**src/rtl/elevator_pkg.sv**
```systemverilog
// Shared types and default sizing for the elevator scheduler slice.
// Latency: n/a (types and constants only).
// Backpressure: n/a.
package elevator_pkg;

  localparam int DEF_NUM_FLOORS  = 8;
  localparam int DEF_FLOOR_TICKS = 4;
  localparam int DEF_DOOR_TICKS  = 3;

  // Encodings are exactly the sim_state values seen by the display.
  typedef enum logic [1:0] {
    ST_IDLE = 2'b00,
    ST_UP   = 2'b01,
    ST_DOWN = 2'b10,
    ST_DOOR = 2'b11
  } state_t;

  typedef enum logic {
    DIR_UP   = 1'b0,
    DIR_DOWN = 1'b1
  } dir_t;

endpackage

```
**src/rtl/elevator_scheduler_if.sv**
```systemverilog
// Call-request / car-status bundle between the request source and the scheduler.
// Latency: n/a (wires only).  Backpressure: none; requests are level/pulse, status is free-running.
// Ports: tick, req[, estop] driven by master; destination, sim_state, cur_floor, door_open, busy by slave.
// Optional: ESTOP_EN adds the estop signal.
interface elevator_scheduler_if
  import elevator_pkg::*;
#(
  parameter int NUM_FLOORS = DEF_NUM_FLOORS
) ();
  localparam int FLOOR_W = $clog2(NUM_FLOORS);

  logic                  tick;
  logic [NUM_FLOORS-1:0] req;
`ifdef ESTOP_EN
  logic                  estop;
`endif
  logic [NUM_FLOORS-1:0] destination;
  logic [1:0]            sim_state;
  logic [FLOOR_W-1:0]    cur_floor;
  logic                  door_open;
  logic                  busy;

  modport master (
`ifdef ESTOP_EN
    output estop,
`endif
    output tick, req,
    input  destination, sim_state, cur_floor, door_open, busy
  );

  modport slave (
`ifdef ESTOP_EN
    input  estop,
`endif
    input  tick, req,
    output destination, sim_state, cur_floor, door_open, busy
  );
endinterface

```
**src/rtl/elevator_scheduler_floor_picker.sv**
```systemverilog
// Finds the nearest pending floor above and below the car (one-hot) plus any-above/any-below flags.
// Latency: combinational.  Backpressure: none.
// Ports: i_pending, i_cur_floor in; o_lowest_above, o_highest_below, o_any_above, o_any_below out.
module floor_picker
  import elevator_pkg::*;
#(
  parameter int NUM_FLOORS = DEF_NUM_FLOORS,
  parameter int FLOOR_W    = $clog2(NUM_FLOORS)
) (
  input  logic [NUM_FLOORS-1:0] i_pending,
  input  logic [FLOOR_W-1:0]    i_cur_floor,
  output logic [NUM_FLOORS-1:0] o_lowest_above,
  output logic [NUM_FLOORS-1:0] o_highest_below,
  output logic                  o_any_above,
  output logic                  o_any_below
);
  logic [NUM_FLOORS-1:0] w_above;
  logic [NUM_FLOORS-1:0] w_below;

  always_comb begin
    w_above = '0;
    w_below = '0;
    for (int i = 0; i < NUM_FLOORS; i++) begin
      if (FLOOR_W'(i) > i_cur_floor) w_above[i] = i_pending[i];
      if (FLOOR_W'(i) < i_cur_floor) w_below[i] = i_pending[i];
    end
  end

  // Isolate the lowest set bit with the two's-complement trick.
  assign o_lowest_above = w_above & (~w_above + NUM_FLOORS'(1));

  // Scan upward; the last hit is the highest floor below the car.
  always_comb begin
    o_highest_below = '0;
    for (int i = 0; i < NUM_FLOORS; i++) begin
      if (w_below[i]) begin
        o_highest_below    = '0;
        o_highest_below[i] = 1'b1;
      end
    end
  end

  assign o_any_above = |w_above;
  assign o_any_below = |w_below;
endmodule

```
**src/rtl/elevator_scheduler.sv**
```systemverilog
// SCAN elevator scheduler: latches floor calls, runs IDLE/UP/DOWN/DOOR, tracks car floor.
// Latency: request visible in pending next clk; FSM/timers step only on tick; destination lags state/pending by 1 clk.
// Backpressure: none; requests are never refused, only merged into pending. Optional ESTOP_EN adds estop freeze.
// Ports: clk, rst (async active-high); bus (slave): tick, req[, estop] in; destination, sim_state, cur_floor, door_open, busy out.
module elevator_scheduler
  import elevator_pkg::*;
#(
  parameter int NUM_FLOORS  = DEF_NUM_FLOORS,
  parameter int FLOOR_TICKS = DEF_FLOOR_TICKS,
  parameter int DOOR_TICKS  = DEF_DOOR_TICKS
) (
  input  logic               clk,
  input  logic               rst,
  elevator_scheduler_if.slave bus
);
  localparam int FLOOR_W = $clog2(NUM_FLOORS);
  localparam int T_MAX   = (FLOOR_TICKS > DOOR_TICKS) ? FLOOR_TICKS : DOOR_TICKS;
  localparam int TIMER_W = $clog2(T_MAX + 1);

  state_t                r_state;
  dir_t                  r_dir;
  logic [FLOOR_W-1:0]    r_cur_floor;
  logic [TIMER_W-1:0]    r_timer;
  logic [NUM_FLOORS-1:0] r_pending;
  logic [NUM_FLOORS-1:0] r_destination;

  state_t                w_next_state;
  dir_t                  w_next_dir;
  logic [FLOOR_W-1:0]    w_next_floor;
  logic [TIMER_W-1:0]    w_next_timer;
  logic [NUM_FLOORS-1:0] w_next_dest;
  logic [NUM_FLOORS-1:0] w_clear;
  logic [NUM_FLOORS-1:0] w_lowest_above;
  logic [NUM_FLOORS-1:0] w_highest_below;
  logic                  w_any_above;
  logic                  w_any_below;
  logic                  w_adv;
  logic [FLOOR_W-1:0]    w_floor_up;
  logic [FLOOR_W-1:0]    w_floor_dn;

`ifdef ESTOP_EN
  // estop freezes state and timer; door_open follows state so it stays high only if frozen in DOOR.
  assign w_adv = bus.tick & ~bus.estop;
`else
  assign w_adv = bus.tick;
`endif

  assign w_floor_up = r_cur_floor + FLOOR_W'(1);
  assign w_floor_dn = r_cur_floor - FLOOR_W'(1);

  floor_picker #(
    .NUM_FLOORS (NUM_FLOORS),
    .FLOOR_W    (FLOOR_W)
  ) u_picker (
    .i_pending       (r_pending),
    .i_cur_floor     (r_cur_floor),
    .o_lowest_above  (w_lowest_above),
    .o_highest_below (w_highest_below),
    .o_any_above     (w_any_above),
    .o_any_below     (w_any_below)
  );

  always_comb begin
    w_next_state = r_state;
    w_next_dir   = r_dir;
    w_next_floor = r_cur_floor;
    w_next_timer = r_timer;
    case (r_state)
      ST_IDLE: begin
        if (r_pending[r_cur_floor]) begin
          w_next_state = ST_DOOR;
        end else if (w_any_above && (r_dir == DIR_UP || !w_any_below)) begin
          w_next_state = ST_UP;
          w_next_dir   = DIR_UP;
        end else if (w_any_below) begin
          w_next_state = ST_DOWN;
          w_next_dir   = DIR_DOWN;
        end
      end
      ST_UP, ST_DOWN: begin
        if (r_timer == TIMER_W'(FLOOR_TICKS - 1)) begin
          w_next_timer = '0;
          w_next_floor = (r_state == ST_UP) ? w_floor_up : w_floor_dn;
          // Stop at the floor just reached if it has a call.
          if (r_pending[w_next_floor]) w_next_state = ST_DOOR;
        end else begin
          w_next_timer = r_timer + TIMER_W'(1);
        end
      end
      ST_DOOR: begin
        if (r_timer == TIMER_W'(DOOR_TICKS - 1)) begin
          w_next_timer = '0;
          if (r_dir == DIR_UP) begin
            if (w_any_above) begin
              w_next_state = ST_UP;
            end else if (w_any_below) begin
              w_next_state = ST_DOWN;
              w_next_dir   = DIR_DOWN;
            end else begin
              w_next_state = ST_IDLE;
            end
          end else begin
            if (w_any_below) begin
              w_next_state = ST_DOWN;
            end else if (w_any_above) begin
              w_next_state = ST_UP;
              w_next_dir   = DIR_UP;
            end else begin
              w_next_state = ST_IDLE;
            end
          end
        end else begin
          w_next_timer = r_timer + TIMER_W'(1);
        end
      end
      default: w_next_state = ST_IDLE;
    endcase
  end

  // Serviced floor is the one the car is at (or arriving at) while in/entering DOOR;
  // clearing it every such tick is what keeps a held call from extending the door.
  assign w_clear = (w_adv && (r_state == ST_DOOR || w_next_state == ST_DOOR))
                   ? (NUM_FLOORS'(1) << w_next_floor) : '0;

  always_comb begin
    case (r_state)
      ST_UP:   w_next_dest = w_lowest_above;
      ST_DOWN: w_next_dest = w_highest_below;
      default: w_next_dest = NUM_FLOORS'(1) << r_cur_floor;
    endcase
  end

  always_ff @(posedge clk or posedge rst) begin
    if (rst) begin
      r_state       <= ST_IDLE;
      r_dir         <= DIR_UP;
      r_cur_floor   <= '0;
      r_timer       <= '0;
      r_pending     <= '0;
      r_destination <= NUM_FLOORS'(1);
    end else begin
      r_pending     <= (r_pending | bus.req) & ~w_clear;
      r_destination <= w_next_dest;
      if (w_adv) begin
        r_state     <= w_next_state;
        r_dir       <= w_next_dir;
        r_cur_floor <= w_next_floor;
        r_timer     <= w_next_timer;
      end
    end
  end

  assign bus.destination = r_destination;
  assign bus.sim_state   = r_state;
  assign bus.cur_floor   = r_cur_floor;
  assign bus.door_open   = (r_state == ST_DOOR);
  assign bus.busy        = (|r_pending) || (r_state != ST_IDLE);
endmodule

```
**src/flat_wrapper.sv**
```systemverilog
// flat-port wrapper written by rule: the top's interface ports become plain ports
module elevator_scheduler_flat import elevator_pkg::*;
#(
  parameter int NUM_FLOORS  = DEF_NUM_FLOORS,
  parameter int FLOOR_TICKS = DEF_FLOOR_TICKS,
  parameter int DOOR_TICKS  = DEF_DOOR_TICKS
)
  (clk, rst, bus_tick, bus_req, bus_destination, bus_sim_state, bus_cur_floor, bus_door_open, bus_busy);
  elevator_scheduler_if #(.NUM_FLOORS(NUM_FLOORS)) bus_i ();
  input  logic clk;
  input  logic rst;
  input wire logic [$bits(bus_i.tick)-1:0] bus_tick;
  input wire logic [$bits(bus_i.req)-1:0] bus_req;
  output wire logic [$bits(bus_i.destination)-1:0] bus_destination;
  output wire logic [$bits(bus_i.sim_state)-1:0] bus_sim_state;
  output wire logic [$bits(bus_i.cur_floor)-1:0] bus_cur_floor;
  output wire logic [$bits(bus_i.door_open)-1:0] bus_door_open;
  output wire logic [$bits(bus_i.busy)-1:0] bus_busy;
  assign bus_i.tick = bus_tick;
  assign bus_i.req = bus_req;
  assign bus_destination = bus_i.destination;
  assign bus_sim_state = bus_i.sim_state;
  assign bus_cur_floor = bus_i.cur_floor;
  assign bus_door_open = bus_i.door_open;
  assign bus_busy = bus_i.busy;
  elevator_scheduler #(.NUM_FLOORS(NUM_FLOORS), .FLOOR_TICKS(FLOOR_TICKS), .DOOR_TICKS(DOOR_TICKS)) u_core (.clk(clk), .rst(rst), .bus(bus_i));
endmodule
```
**config.mk**
```make
export PLATFORM = sky130hd
export DESIGN_NAME = elevator_scheduler_flat
export DESIGN_NICKNAME = d
export VERILOG_FILES = /design/src/rtl/elevator_pkg.sv /design/src/rtl/elevator_scheduler_if.sv /design/src/rtl/elevator_scheduler_floor_picker.sv /design/src/rtl/elevator_scheduler.sv /design/src/flat_wrapper.sv
export SDC_FILE = /design/constraint.sdc
export NUM_CORES = 1
export LEC_CHECK = 0
export BUFFER_PORTS_ARGS = -buffer_cell sky130_fd_sc_hd__buf_2
export CAP_MARGIN = 20
export CORE_UTILIZATION = 45
export CTS_BUF_LIST = sky130_fd_sc_hd__clkbuf_16
export CTS_CLUSTER_DIAMETER = 120
export CTS_CLUSTER_SIZE = 12
export DETAILED_ROUTE_END_ITERATION = 7
export HOLD_SLACK_MARGIN = 0.05
export PLACE_DENSITY = 0.74
export SYNTH_ARGS = -nofsm -noshare
export SYNTH_HDL_FRONTEND = slang
export SYNTH_SLANG_ARGS = --single-unit
```
**constraint.sdc**
```tcl
create_clock -name clk -period 6.6 [get_ports clk]
set_clock_uncertainty 0.1 [all_clocks]
set_input_delay 0.99 -clock clk [delete_from_list [all_inputs] [get_ports clk]]
set_output_delay 0.99 -clock clk [all_outputs]
set_load 0.005 [all_outputs]
```
### After elaboration in Yosys (flattened, before gate mapping)

Index checks and enable logic that the tools add are counted.

| cells by class | value |
|---|---|
| bitwise gates (word level) | 6 |
| magnitude comparators | 18 |
| reductions and logical operators | 16 |
| mux-type cells | 58 |
| shift-type cells | 2 |
| $add $sub $neg | 4 |
| equal/unequal tests | 9 |

Operator list:

| kind | number |
|---|---|
| 8-bit 2-to-1 mux | 8 |
| 1-bit 2-to-1 mux | 29 |
| 8-bit OR reduction | 3 |
| 2-bit 2-to-1 mux | 10 |
| 8-bit bitwise AND | 2 |
| 8-bit inverter | 2 |
| 8-bit one-hot mux with 2 select lines | 1 |
| 1-bit by 3-bit left shift with 8-bit output (first input constant) | 2 |
| 3-bit 2-to-1 mux | 5 |
| 3-bit greater-than comparator (first input constant) | 4 |
| 3-bit less-than comparator (first input constant) | 4 |
| 8-bit by 1-bit adder with 8-bit output (second input constant) | 1 |
| 3-bit by 4-bit less-than comparator with 1-bit output (second input constant) | 2 |
| 8-bit bitwise OR | 1 |
| 3-bit by 1-bit adder with 3-bit output (second input constant) | 2 |
| 1-bit binary-select mux with 3-bit select | 2 |
| 2-bit equality test (second input constant) | 3 |
| 3-bit by 2-bit equality test with 1-bit output (second input constant) | 2 |
| 1-bit by 3-bit greater-than comparator with 1-bit output (first input constant) | 2 |
| 2-bit by 3-bit greater-than comparator with 1-bit output (first input constant) | 2 |
| 1-bit by 3-bit less-than comparator with 1-bit output (first input constant) | 2 |
| 2-bit by 3-bit less-than comparator with 1-bit output (first input constant) | 2 |
| 2-bit one-hot mux with 3 select lines | 1 |
| 3-bit one-hot mux with 2 select lines | 1 |
| 15 further kinds | 20 |

| word-level totals | value |
|---|---|
| word-level logic and storage cells | 119 |
| register bits after elaboration | 25 |
| bits of input ports | 11 |

### Depth between registers and ports, before layout

Gate-level depths: netlist of run 1.

| logic depth | value |
|---|---|
| depth after elaboration | 15 |
| depth in mapped cells | 10 |

### By module

A second synthesis of run 1 with hierarchy kept.

| second synthesis, totals | value |
|---|---|
| cell total of the unflattened synthesis | 254 |
| area, all modules | 2,247.2 µm² |

By module, submodules not included:

| module | times used | seq. area each (µm²) | cells each | area each (µm²) |
|---|---|---|---|---|
| elevator_scheduler | 1 | 626.9 | 190 | 1,805.5 |
| floor_picker | 1 | 0.0 | 64 | 441.7 |

### Worst setup path after synthesis of run 1

No wires, ideal clock.

| timing | value |
|---|---|
| kind | reg-to-reg |
| start point | register u_core.r_cur_floor[1], in the netlist u_core.bus.cur_floor[1] |
| end point | register u_core.r_state[0], in the netlist u_core.bus.sim_state[0] |
| setup time | 0.131 ns |
| stages on the path, launching flop included | 10 |
| clock period less this slack | 2.660 ns |
| path slack | 3.940 ns |
| arrival time | 2.429 ns |
| cells stage by stage | dfrtp_1 buf_4 inv_2 ha_1 xor2_2 mux4_2 nor3b_2 a211o_2 a311oi_1 nor4_1 |

| between the ends | value |
|---|---|
| cells in the longest elaborated chain, start to end | 9 |

RTL lines:

| item | RTL line | text |
|---|---|---|
| start: declaration | elevator_scheduler.sv:22 | `logic [FLOOR_W-1:0] r_cur_floor;` |
| start signal: assignment | elevator_scheduler.sv:147 | `r_cur_floor <= w_next_floor;` |
| parallel branches: the longest is 8 deep, another holds 3-bit by 1-bit subtractor with 3-bit output | n/a |  |
| 2-bit one-hot mux with 3 select lines * | elevator_scheduler.sv:68 | `case (r_state)` |
| end signal: assignment | elevator_scheduler.sv:145 | `r_state <= w_next_state;` |
| end: declaration | elevator_scheduler.sv:20 | `state_t r_state;` |

Mark *: on every way between the ends. The select of a mux whose other input is x is not followed.
A chain may end at the register's enable or synchronous reset.

### Final worst setup path of run 1

| timing | value |
|---|---|
| start point | register u_core.r_cur_floor[0], in the netlist u_core.bus.cur_floor[0] |
| end point | register u_core.r_pending[5] |

| between the ends | value |
|---|---|
| cells in the longest elaborated chain, start to end | 15 |

RTL lines:

| item | RTL line | text |
|---|---|---|
| parallel branches: the longest is 12 deep, another holds 3-bit by 1-bit subtractor with 3-bit output | n/a |  |
| 8-bit 2-to-1 mux * | elevator_scheduler.sv:123 | `? (NUM_FLOORS'(1) << w_next_floor) : '0;` |
| 8-bit inverter * | elevator_scheduler.sv:142 | `r_pending <= (r_pending \| bus.req) & ~w_clear;` |
| 8-bit bitwise AND * | elevator_scheduler.sv:142 |  |
| end signal: assignment | elevator_scheduler.sv:142 |  |
| end: declaration | elevator_scheduler.sv:24 | `logic [NUM_FLOORS-1:0] r_pending;` |

Marks and branches as above.

==> flow_summary.html, run 1 <==
<table>
<tr><th>Metric</th><th>Value</th></tr>
<tr><th colspan="2">Drt</th></tr>
<tr><td>Number of vias per cell after detailed routing</td><td>6.02</td></tr>
<tr><td>Routed wire length on met3</td><td>317 um</td></tr>
<tr><td>DRC violation count after routing</td><td>0</td></tr>
<tr><td>Number of antenna-violating nets in the routed design</td><td>0</td></tr>
<tr><td>DRT iter0 DRCs</td><td>121</td></tr>
<tr><td>Highest metal layer with signal wires</td><td>met4</td></tr>
<tr><td>Routed WL</td><td>4780 um</td></tr>
<tr><td>First-pass iteration count of the detailed router</td><td>4</td></tr>
<tr><td>Via count</td><td>1,770</td></tr>
<tr><td>Average detailed-routed wire length per instance</td><td>16.3 um</td></tr>
<tr><td>Met2 wire length</td><td>2130 um</td></tr>
<tr><td>Post-route met1 wirelength</td><td>2280 um</td></tr>
<tr><th colspan="2">STA</th></tr>
<tr><td>Tightest Pin Transition</td><td>0.748 ns</td></tr>
<tr><td>Peak clock frequency supported by timing</td><td>337 MHz</td></tr>
<tr><td>Setup repair after global routing missed its margin</td><td>false</td></tr>
<tr><td>Count of final hold-check violations</td><td>0</td></tr>
<tr><td>Total setup violations reported at the end of the flow</td><td>0</td></tr>
<tr><td>Time the final worst path needs with I/O delays and setup</td><td>2.97 ns</td></tr>
<tr><td>Final Max Slew Viols</td><td>0</td></tr>
<tr><td>Setup total negative slack</td><td>0 ns</td></tr>
<tr><td>Relative slew slack</td><td>50.1%</td></tr>
<tr><td>Portion of the clock cycle consumed by the worst path in the final layout</td><td>44.9%</td></tr>
<tr><th colspan="2">Flow run</th></tr>
<tr><td>Max Cap Violations</td><td>0</td></tr>
<tr><th colspan="2">Setup path</th></tr>
<tr><td>Setup crit start kind</td><td>flip-flop</td></tr>
<tr><td>Required time at the worst-slack endpoint</td><td>6.70 ns</td></tr>
<tr><td>Arr. time, crit path</td><td>3.06 ns</td></tr>
<tr><td>Kind of critical path</td><td>flip-flop to flip-flop</td></tr>
<tr><td>Endpoint type of the worst setup path</td><td>flip-flop</td></tr>
<tr><td>Reg-to-reg slack, setup</td><td>3.63 ns</td></tr>
<tr><td>Critical-path maximum fanout</td><td>14</td></tr>
<tr><th colspan="2">Logic synthesis</th></tr>
<tr><td>Mapped cell area</td><td>2080 um2</td></tr>
<tr><td>Number of synthesized register bits</td><td>25</td></tr>
<tr><td>Register area share after synthesis</td><td>30.1%</td></tr>
<tr><td>EDFF count, synth</td><td>0</td></tr>
<tr><td>Main synth FF type</td><td>sky130_fd_sc_hd__dfrtp_1</td></tr>
<tr><td>Number of standard cells after synthesis</td><td>222</td></tr>
<tr><td>Unique cell type count in the Yosys netlist</td><td>65</td></tr>
<tr><td>Warning count from the yosys run</td><td>0</td></tr>
<tr><td>Async SR Flop Fraction</td><td>100%</td></tr>
<tr><td>Nets in the synthesized netlist</td><td>249</td></tr>
<tr><td>Mean post-synth cell area</td><td>9.39 um2</td></tr>
<tr><th colspan="2">GRT</th></tr>
<tr><td>Antenna violations before repair</td><td>0</td></tr>
<tr><td>Largest net degree at the start of global routing</td><td>26</td></tr>
<tr><td>Via count of the first global-routing pass</td><td>1,721</td></tr>
<tr><td>Global-route congestion overflow total</td><td>0</td></tr>
<tr><td>GRT Util Overall</td><td>20.6%</td></tr>
<tr><td>Wire length of the first global-routing pass</td><td>8220 um</td></tr>
<tr><th colspan="2">Place</th></tr>
<tr><td>Number of buffers added on ports</td><td>25</td></tr>
<tr><td>Routability Congestion</td><td>0.892</td></tr>
<tr><td>Placed wire-length estimate</td><td>3530 um</td></tr>
<tr><th colspan="2">Clock network</th></tr>
<tr><td>Hold Buf Count CTS</td><td>0</td></tr>
<tr><td>Clock latency of the later-clocked register in the worst-skew pair</td><td>0.26 ns</td></tr>
<tr><td>Maximum clock insertion buffer count</td><td>2</td></tr>
<tr><td># resized after CTS</td><td>0</td></tr>
<tr><td>Root Driver</td><td>sky130_fd_sc_hd__clkbuf_16</td></tr>
<tr><td>Total clock buffers created by CTS</td><td>3</td></tr>
<tr><td>H-tree level count</td><td>1</td></tr>
<tr><td>Clock sink count</td><td>25</td></tr>
<tr><td>Clock tree from TritonCTS</td><td>done</td></tr>
<tr><td>Clock-pin slew reported for the worst setup and hold paths after clock tree synthesis</td><td>0.06 ns</td></tr>
<tr><td>Setup repair bufs after CTS</td><td>0</td></tr>
<tr><th colspan="2">Power and ir drop</th></tr>
<tr><td>Power density over the cells</td><td>474 nW/um2</td></tr>
<tr><td>Static Leakage</td><td>0.982 nW</td></tr>
<tr><td>Maximum VDD drop</td><td>0.269 mV</td></tr>
<tr><td>Total power of the final layout</td><td>1.09 mW</td></tr>
<tr><th colspan="2">Die</th></tr>
<tr><td>Initial standard-cell utilization of the core</td><td>47.2%</td></tr>
<tr><td>Die outline width</td><td>70.1 um</td></tr>
<tr><td>Number of core rows</td><td>24</td></tr>
<tr><td>Die Area</td><td>4910 um2</td></tr>
<tr><td>Area of the core</td><td>4410 um2</td></tr>
<tr><td>IO Pins</td><td>26</td></tr>
<tr><td>Die Y-Extent</td><td>70.1 um</td></tr>
<tr><th colspan="2">Outcome</th></tr>
<tr><td>Result of the run</td><td>finished, final reports clean</td></tr>
<tr><th colspan="2">Finish</th></tr>
<tr><td>Layout cell share with drive strength beyond 1</td><td>23.6%</td></tr>
<tr><td>Number of nets in the finished design</td><td>270</td></tr>
<tr><td>Multi-input gate area</td><td>1300 um2</td></tr>
<tr><td>Count of inserted antenna diode cells</td><td>0</td></tr>
<tr><td>Top library cells by usage in the layout, fill and taps aside</td><td>sky130_fd_sc_hd__nor2_1 (27), sky130_fd_sc_hd__buf_2 (25), sky130_fd_sc_hd__dfrtp_1 (24)</td></tr>
<tr><td>Fill cell total of the finished layout</td><td>398</td></tr>
<tr><td>Area growth syn-to-layout</td><td>10.1%</td></tr>
<tr><td>Leading cell type in the layout, fill and taps excluded</td><td>sky130_fd_sc_hd__nor2_1</td></tr>
<tr><td>Final core utilization</td><td>52.0%</td></tr>
<tr><td>Sequential cell area</td><td>627 um2</td></tr>
<tr><th colspan="2">Worst hold path</th></tr>
<tr><td>Hold WC Path Type</td><td>flip-flop to flip-flop</td></tr>
</table>
==> synthesized netlist by cell type (2+ instances only) <==
master | n | area (um2)
sky130_fd_sc_hd__a21o_1 | 2 | 15.0
sky130_fd_sc_hd__a21oi_1 | 10 | 50.1
sky130_fd_sc_hd__a22o_1 | 2 | 17.5
sky130_fd_sc_hd__a31oi_1 | 2 | 12.5
sky130_fd_sc_hd__a32o_1 | 4 | 40.0
sky130_fd_sc_hd__buf_4 | 3 | 22.5
sky130_fd_sc_hd__buf_6 | 5 | 56.3
sky130_fd_sc_hd__dfrtp_1 | 24 | 601
sky130_fd_sc_hd__ha_1 | 16 | 200
sky130_fd_sc_hd__inv_1 | 15 | 56.3
sky130_fd_sc_hd__inv_2 | 2 | 7.51
sky130_fd_sc_hd__mux2_2 | 2 | 22.5
sky130_fd_sc_hd__mux4_2 | 3 | 67.6
sky130_fd_sc_hd__nand2_1 | 17 | 63.8
sky130_fd_sc_hd__nand2b_1 | 3 | 18.8
sky130_fd_sc_hd__nand3_1 | 5 | 25.0
sky130_fd_sc_hd__nand4_1 | 3 | 18.8
sky130_fd_sc_hd__nor2_1 | 27 | 101
sky130_fd_sc_hd__nor2b_1 | 3 | 18.8
sky130_fd_sc_hd__nor3_1 | 4 | 20.0
sky130_fd_sc_hd__nor4_1 | 2 | 12.5
sky130_fd_sc_hd__o21ai_0 | 9 | 45.0
sky130_fd_sc_hd__o21ai_1 | 2 | 10.0
sky130_fd_sc_hd__o21ai_2 | 2 | 17.5
sky130_fd_sc_hd__o22ai_1 | 5 | 31.3
sky130_fd_sc_hd__o31ai_1 | 2 | 15.0
sky130_fd_sc_hd__o32a_1 | 8 | 80.1
sky130_fd_sc_hd__or2b_1 | 2 | 15.0
sky130_fd_sc_hd__xnor2_1 | 2 | 17.5
==> metrics by stage <==
step	setup slack [ns]	cell area [um2]	instances	hold WS [ns]
global placement	3.78	2190	289	0.394
finish	3.63	2290	294	0.417
CTS	3.67	2270	293	0.421
floorplan	3.94	2080	222	0.378
global route	3.46	2290	294	0.457
detailed placement	3.69	2190	289	0.404
==> cells by family (layout without fill, tap and decap cells) <==
logic type | count (synthesis) | count (layout) | share of synthesized area, %
AND/OR/NAND/NOR | 80 | 80 | 20.8
flip-flops | 25 | 25 | 30.1
adder cells (fa/ha/maj) | 17 | 17 | 10.1
multiplexers | 7 | 7 | 6.30
AO/OA/AOI/OAI | 61 | 61 | 23.1
buffers and inverters | 28 | 48 | 7.56
XOR/XNOR | 4 | 4 | 2.04
==> worst max-delay path, cell delays in order (launching register included) <==
cell and delay [ns]:
sky130_fd_sc_hd__dfrtp_1 0.70, sky130_fd_sc_hd__inv_4 0.13, sky130_fd_sc_hd__ha_1 0.35, sky130_fd_sc_hd__xor2_2 0.24, sky130_fd_sc_hd__mux4_2 0.53, sky130_fd_sc_hd__nor3b_2 0.17, sky130_fd_sc_hd__o21a_2 0.24, sky130_fd_sc_hd__o32ai_4 0.21
sky130_fd_sc_hd__o32a_1 0.22
==> power breakdown <==
part / switching, mW / leakage [nW] / internal (mW)
clock network: 0.0554 / 0.0409 / 0.0818
logic: 0.360 / 0.662 / 0.276
registers: 0.106 / 0.280 / 0.207
total: 0.522 / 0.982 / 0.565
==> flip-flops by register name, summed over array words and instances (netlist names) <==
signal / flops
u_core.bus.sim_state: 2
u_core.bus.cur_floor: 3
u_core.r_dir: 1
u_core.r_timer: 3
u_core.r_pending: 8
u_core.bus.destination: 8
==> metal layers <==
layer  up-vias  track usage, %
li1        850               -
met3        10            4.18
met4         0            5.56
met2        74            32.4
met5         -               0
met1       836            28.8
==> area by class of cell <==
class,count,share of cell area [%]
multi-input combinational,169,56.7
sequential,25,27.3
timing repair buffer,26,6.65
clock buffer,3,3.27
inverter,18,3.05
tap,52,2.84
clock inverter,1,0.218
==> worst paths after layout <==
path	from	end	cells after the start
worst min-delay path	u_core.r_dir	u_core.r_dir	1
max in group asynchronous	rst	u_core.bus.cur_floor[0]	3
worst max register to register	u_core.bus.cur_floor[0]	u_core.r_pending[5]	8
worst max-delay path	u_core.bus.cur_floor[0]	u_core.r_pending[5]	8
worst min register to register	u_core.r_dir	u_core.r_dir	1
min in group asynchronous	rst	u_core.r_timer[1]	2
(Power assumes the default switching activity.)
==> inputs of run 2 (changes only) <==
- PLACE_DENSITY: 0.74 -> 0.77
- clock period: 6.6 -> 2.6 ns (I/O delays scaled with it)
==> flow_summary.html, run 2 (synthesis results as in run 1) <==
<table>
<tr><th>Metric</th><th>Value</th></tr>
<tr><th colspan="2">Outcome</th></tr>
<tr><td>Result of the run</td><td>finished, final reports clean</td></tr>
<tr><th colspan="2">Place</th></tr>
<tr><td>Number of placed instances with taps included</td><td>305</td></tr>
<tr><td>Number of buffers added on ports</td><td>25</td></tr>
<tr><td>Post-place setup slack</td><td>0.168 ns</td></tr>
<tr><td>Placed wire-length estimate</td><td>3750 um</td></tr>
<tr><td>Routability Congestion</td><td>0.952</td></tr>
<tr><th colspan="2">Clock network</th></tr>
<tr><td>Total clock buffers created by CTS</td><td>3</td></tr>
<tr><td>Maximum clock insertion buffer count</td><td>2</td></tr>
<tr><td>Root Driver</td><td>sky130_fd_sc_hd__clkbuf_16</td></tr>
<tr><td>Hold Buf Count CTS</td><td>0</td></tr>
<tr><td>Clock-pin slew reported for the worst setup and hold paths after clock tree synthesis</td><td>0.06 ns</td></tr>
<tr><td>Clock latency of the later-clocked register in the worst-skew pair</td><td>0.26 ns</td></tr>
<tr><td>Clock tree from TritonCTS</td><td>done</td></tr>
<tr><td>Clock sink count</td><td>25</td></tr>
<tr><td>Setup repair bufs after CTS</td><td>0</td></tr>
<tr><td>H-tree level count</td><td>1</td></tr>
<tr><th colspan="2">Setup path</th></tr>
<tr><td>Cell with the largest stage delay on the worst path</td><td>sky130_fd_sc_hd__mux4_2</td></tr>
<tr><td>Kind of critical path</td><td>flip-flop to flip-flop</td></tr>
<tr><td>Required time at the worst-slack endpoint</td><td>2.64 ns</td></tr>
<tr><td>Setup crit start kind</td><td>flip-flop</td></tr>
<tr><td>Peak per-stage delay on the critical path</td><td>0.51 ns</td></tr>
<tr><td>Arr. time, crit path</td><td>2.48 ns</td></tr>
<tr><td>Critical Path, Cell by Cell</td><td>inv_4 &gt; ha_4 &gt; xor2_2 &gt; mux4_2 &gt; nor3b_2 &gt; a211o_2 &gt; a311oi_1 &gt; nor4_1</td></tr>
<tr><td>Critical-path maximum fanout</td><td>8</td></tr>
<tr><td>Endpoint type of the worst setup path</td><td>flip-flop</td></tr>
<tr><th colspan="2">Die</th></tr>
<tr><td>Die Y-Extent</td><td>70.1 um</td></tr>
<tr><td>Die Area</td><td>4910 um2</td></tr>
<tr><td>Die outline width</td><td>70.1 um</td></tr>
<tr><td>Initial standard-cell utilization of the core</td><td>47.2%</td></tr>
<tr><td>Number of core rows</td><td>24</td></tr>
<tr><td>IO Pins</td><td>26</td></tr>
<tr><td>Area of the core</td><td>4410 um2</td></tr>
<tr><th colspan="2">GRT</th></tr>
<tr><td>Met3 layer usage reported by global route</td><td>4.04%</td></tr>
<tr><td>GRT Util Overall</td><td>22.2%</td></tr>
<tr><td>Global-route congestion overflow total</td><td>0</td></tr>
<tr><td>Most congested layer reported by global routing</td><td>met2</td></tr>
<tr><td>Antenna violations before repair</td><td>0</td></tr>
<tr><td>Largest net degree at the start of global routing</td><td>17</td></tr>
<tr><td>Met2 layer usage reported by global route</td><td>35.7%</td></tr>
<tr><td>Via count of the first global-routing pass</td><td>1,762</td></tr>
<tr><td>Wire length of the first global-routing pass</td><td>8710 um</td></tr>
<tr><td>Met1 usage in global routing</td><td>31.1%</td></tr>
<tr><th colspan="2">STA</th></tr>
<tr><td>Final Max Slew Viols</td><td>0</td></tr>
<tr><td>Portion of the clock cycle consumed by the worst path in the final layout</td><td>93.6%</td></tr>
<tr><td>Tightest Pin Transition</td><td>0.611 ns</td></tr>
<tr><td>Count of final hold-check violations</td><td>0</td></tr>
<tr><td>Setup total negative slack</td><td>0 ns</td></tr>
<tr><td>Peak clock frequency supported by timing</td><td>411 MHz</td></tr>
<tr><td>Relative slew slack</td><td>58.2%</td></tr>
<tr><td>Total setup violations reported at the end of the flow</td><td>0</td></tr>
<tr><td>Final critical-path setup slack</td><td>0.166 ns</td></tr>
<tr><td>Time the final worst path needs with I/O delays and setup</td><td>2.43 ns</td></tr>
<tr><td>Setup repair after global routing missed its margin</td><td>false</td></tr>
<tr><th colspan="2">Drt</th></tr>
<tr><td>Number of antenna-violating nets in the routed design</td><td>0</td></tr>
<tr><td>Via count</td><td>1,804</td></tr>
<tr><td>DRC violation count after routing</td><td>0</td></tr>
<tr><td>Average detailed-routed wire length per instance</td><td>15.5 um</td></tr>
<tr><td>First-pass iteration count of the detailed router</td><td>4</td></tr>
<tr><td>Routed WL</td><td>4790 um</td></tr>
<tr><td>DRT iter0 DRCs</td><td>153</td></tr>
<tr><td>Number of vias per cell after detailed routing</td><td>5.84</td></tr>
<tr><th colspan="2">Power and ir drop</th></tr>
<tr><td>Total power of the final layout</td><td>2.96 mW</td></tr>
<tr><td>Power density over the cells</td><td>1230 nW/um2</td></tr>
<tr><td>Maximum VDD drop</td><td>0.615 mV</td></tr>
<tr><td>Static Leakage</td><td>1.05 nW</td></tr>
<tr><th colspan="2">Finish</th></tr>
<tr><td>Leading cell type in the layout, fill and taps excluded</td><td>sky130_fd_sc_hd__nor2_1</td></tr>
<tr><td>Number of nets in the finished design</td><td>285</td></tr>
<tr><td>Count of inserted antenna diode cells</td><td>0</td></tr>
<tr><td>Area growth syn-to-layout</td><td>15.4%</td></tr>
<tr><td>Top library cells by usage in the layout, fill and taps aside</td><td>sky130_fd_sc_hd__nor2_1 (27), sky130_fd_sc_hd__buf_2 (25), sky130_fd_sc_hd__dfrtp_1 (23)</td></tr>
<tr><td>Post-Layout Cell Count</td><td>309</td></tr>
<tr><td>Layout cell share with drive strength beyond 1</td><td>29.6%</td></tr>
<tr><th colspan="2">Worst hold path</th></tr>
<tr><td>Hold WC Path Type</td><td>input port to async pin</td></tr>
<tr><th colspan="2">Flow run</th></tr>
<tr><td>Max Cap Violations</td><td>0</td></tr>
</table>
==> run 2: routing by layer <==
metal  wire length (um)  vias to the layer above  part of all wire [%]
li1                   -                      887                     -
met1               2220                      839                    46
met2               2250                       71                    47
met3                284                        7                   5.9
met4                 35                        0                  0.73
met5                  0                        -                     0
==> run 2: cell type report <==
cell class | instances | area (um2)
clock inverter | 1 | 5.00
inverter | 18 | 70.1
clock buffer | 3 | 75.1
multi-input combinational | 169 | 1320
timing repair buffer | 41 | 245
tap | 52 | 65.1
fill | 394 | 2010
sequential | 25 | 628
==> run 2: worst max-delay path, delay by kind of cell, from the launching register on <==
| family | cells | cell delay, ns |
|---|---|---|
| multiplexers | 1 | 0.51 |
| AO/OA/AOI/OAI | 2 | 0.52 |
| XOR/XNOR | 1 | 0.17 |
| flip-flops | 1 | 0.40 |
| adder cells (fa/ha/maj) | 1 | 0.22 |
| AND/OR/NAND/NOR | 2 | 0.26 |
| buffers and inverters | 1 | 0.13 |
==> run 2: path summary, 6_finish.rpt <==
kind                                             end  slack, ns                     from  depth (start not counted)
max                          u_core.bus.sim_state[0]       0.17  u_core.bus.cur_floor[0]                          8
min                          u_core.bus.sim_state[0]       0.09                      rst                          2
max reg2reg                  u_core.bus.sim_state[0]       0.17  u_core.bus.cur_floor[0]                          8
min reg2reg                             u_core.r_dir       0.42             u_core.r_dir                          1
max in group asynchronous  u_core.bus.destination[0]       1.67                      rst                          3
min in group clk                 u_core.r_pending[6]       0.26               bus_req[6]                          2
==> run 2: timing repair <==
| item | 4_1_cts | 5_1_grt |
|---|---|---|
| hold endpoints to repair | 0 | 0 |
| setup endpoints to repair | 0 | 1 |
| resized for setup | 0 | 3 |
==> run 2: power breakdown <==
part	switching [mW]	internal (mW)
Combinational	1.07	0.870
Clock	0.132	0.207
Sequential	0.158	0.528
Total	1.36	1.60
==> run 2: per-stage QoR <==
| stage | instance area, um2 | hold slack [ns] | util [%] |
|---|---|---|---|
| finish | 2410 | 0.0889 | 54.5 |
| global route | 2410 | 0.146 | 54.5 |
| CTS | 2400 | 0.118 | 54.4 |
| detailed placement | 2320 | 0.395 | 52.6 |
| global placement | 2320 | 0.393 | 52.6 |
| floorplan | 2100 | 0.317 | - |
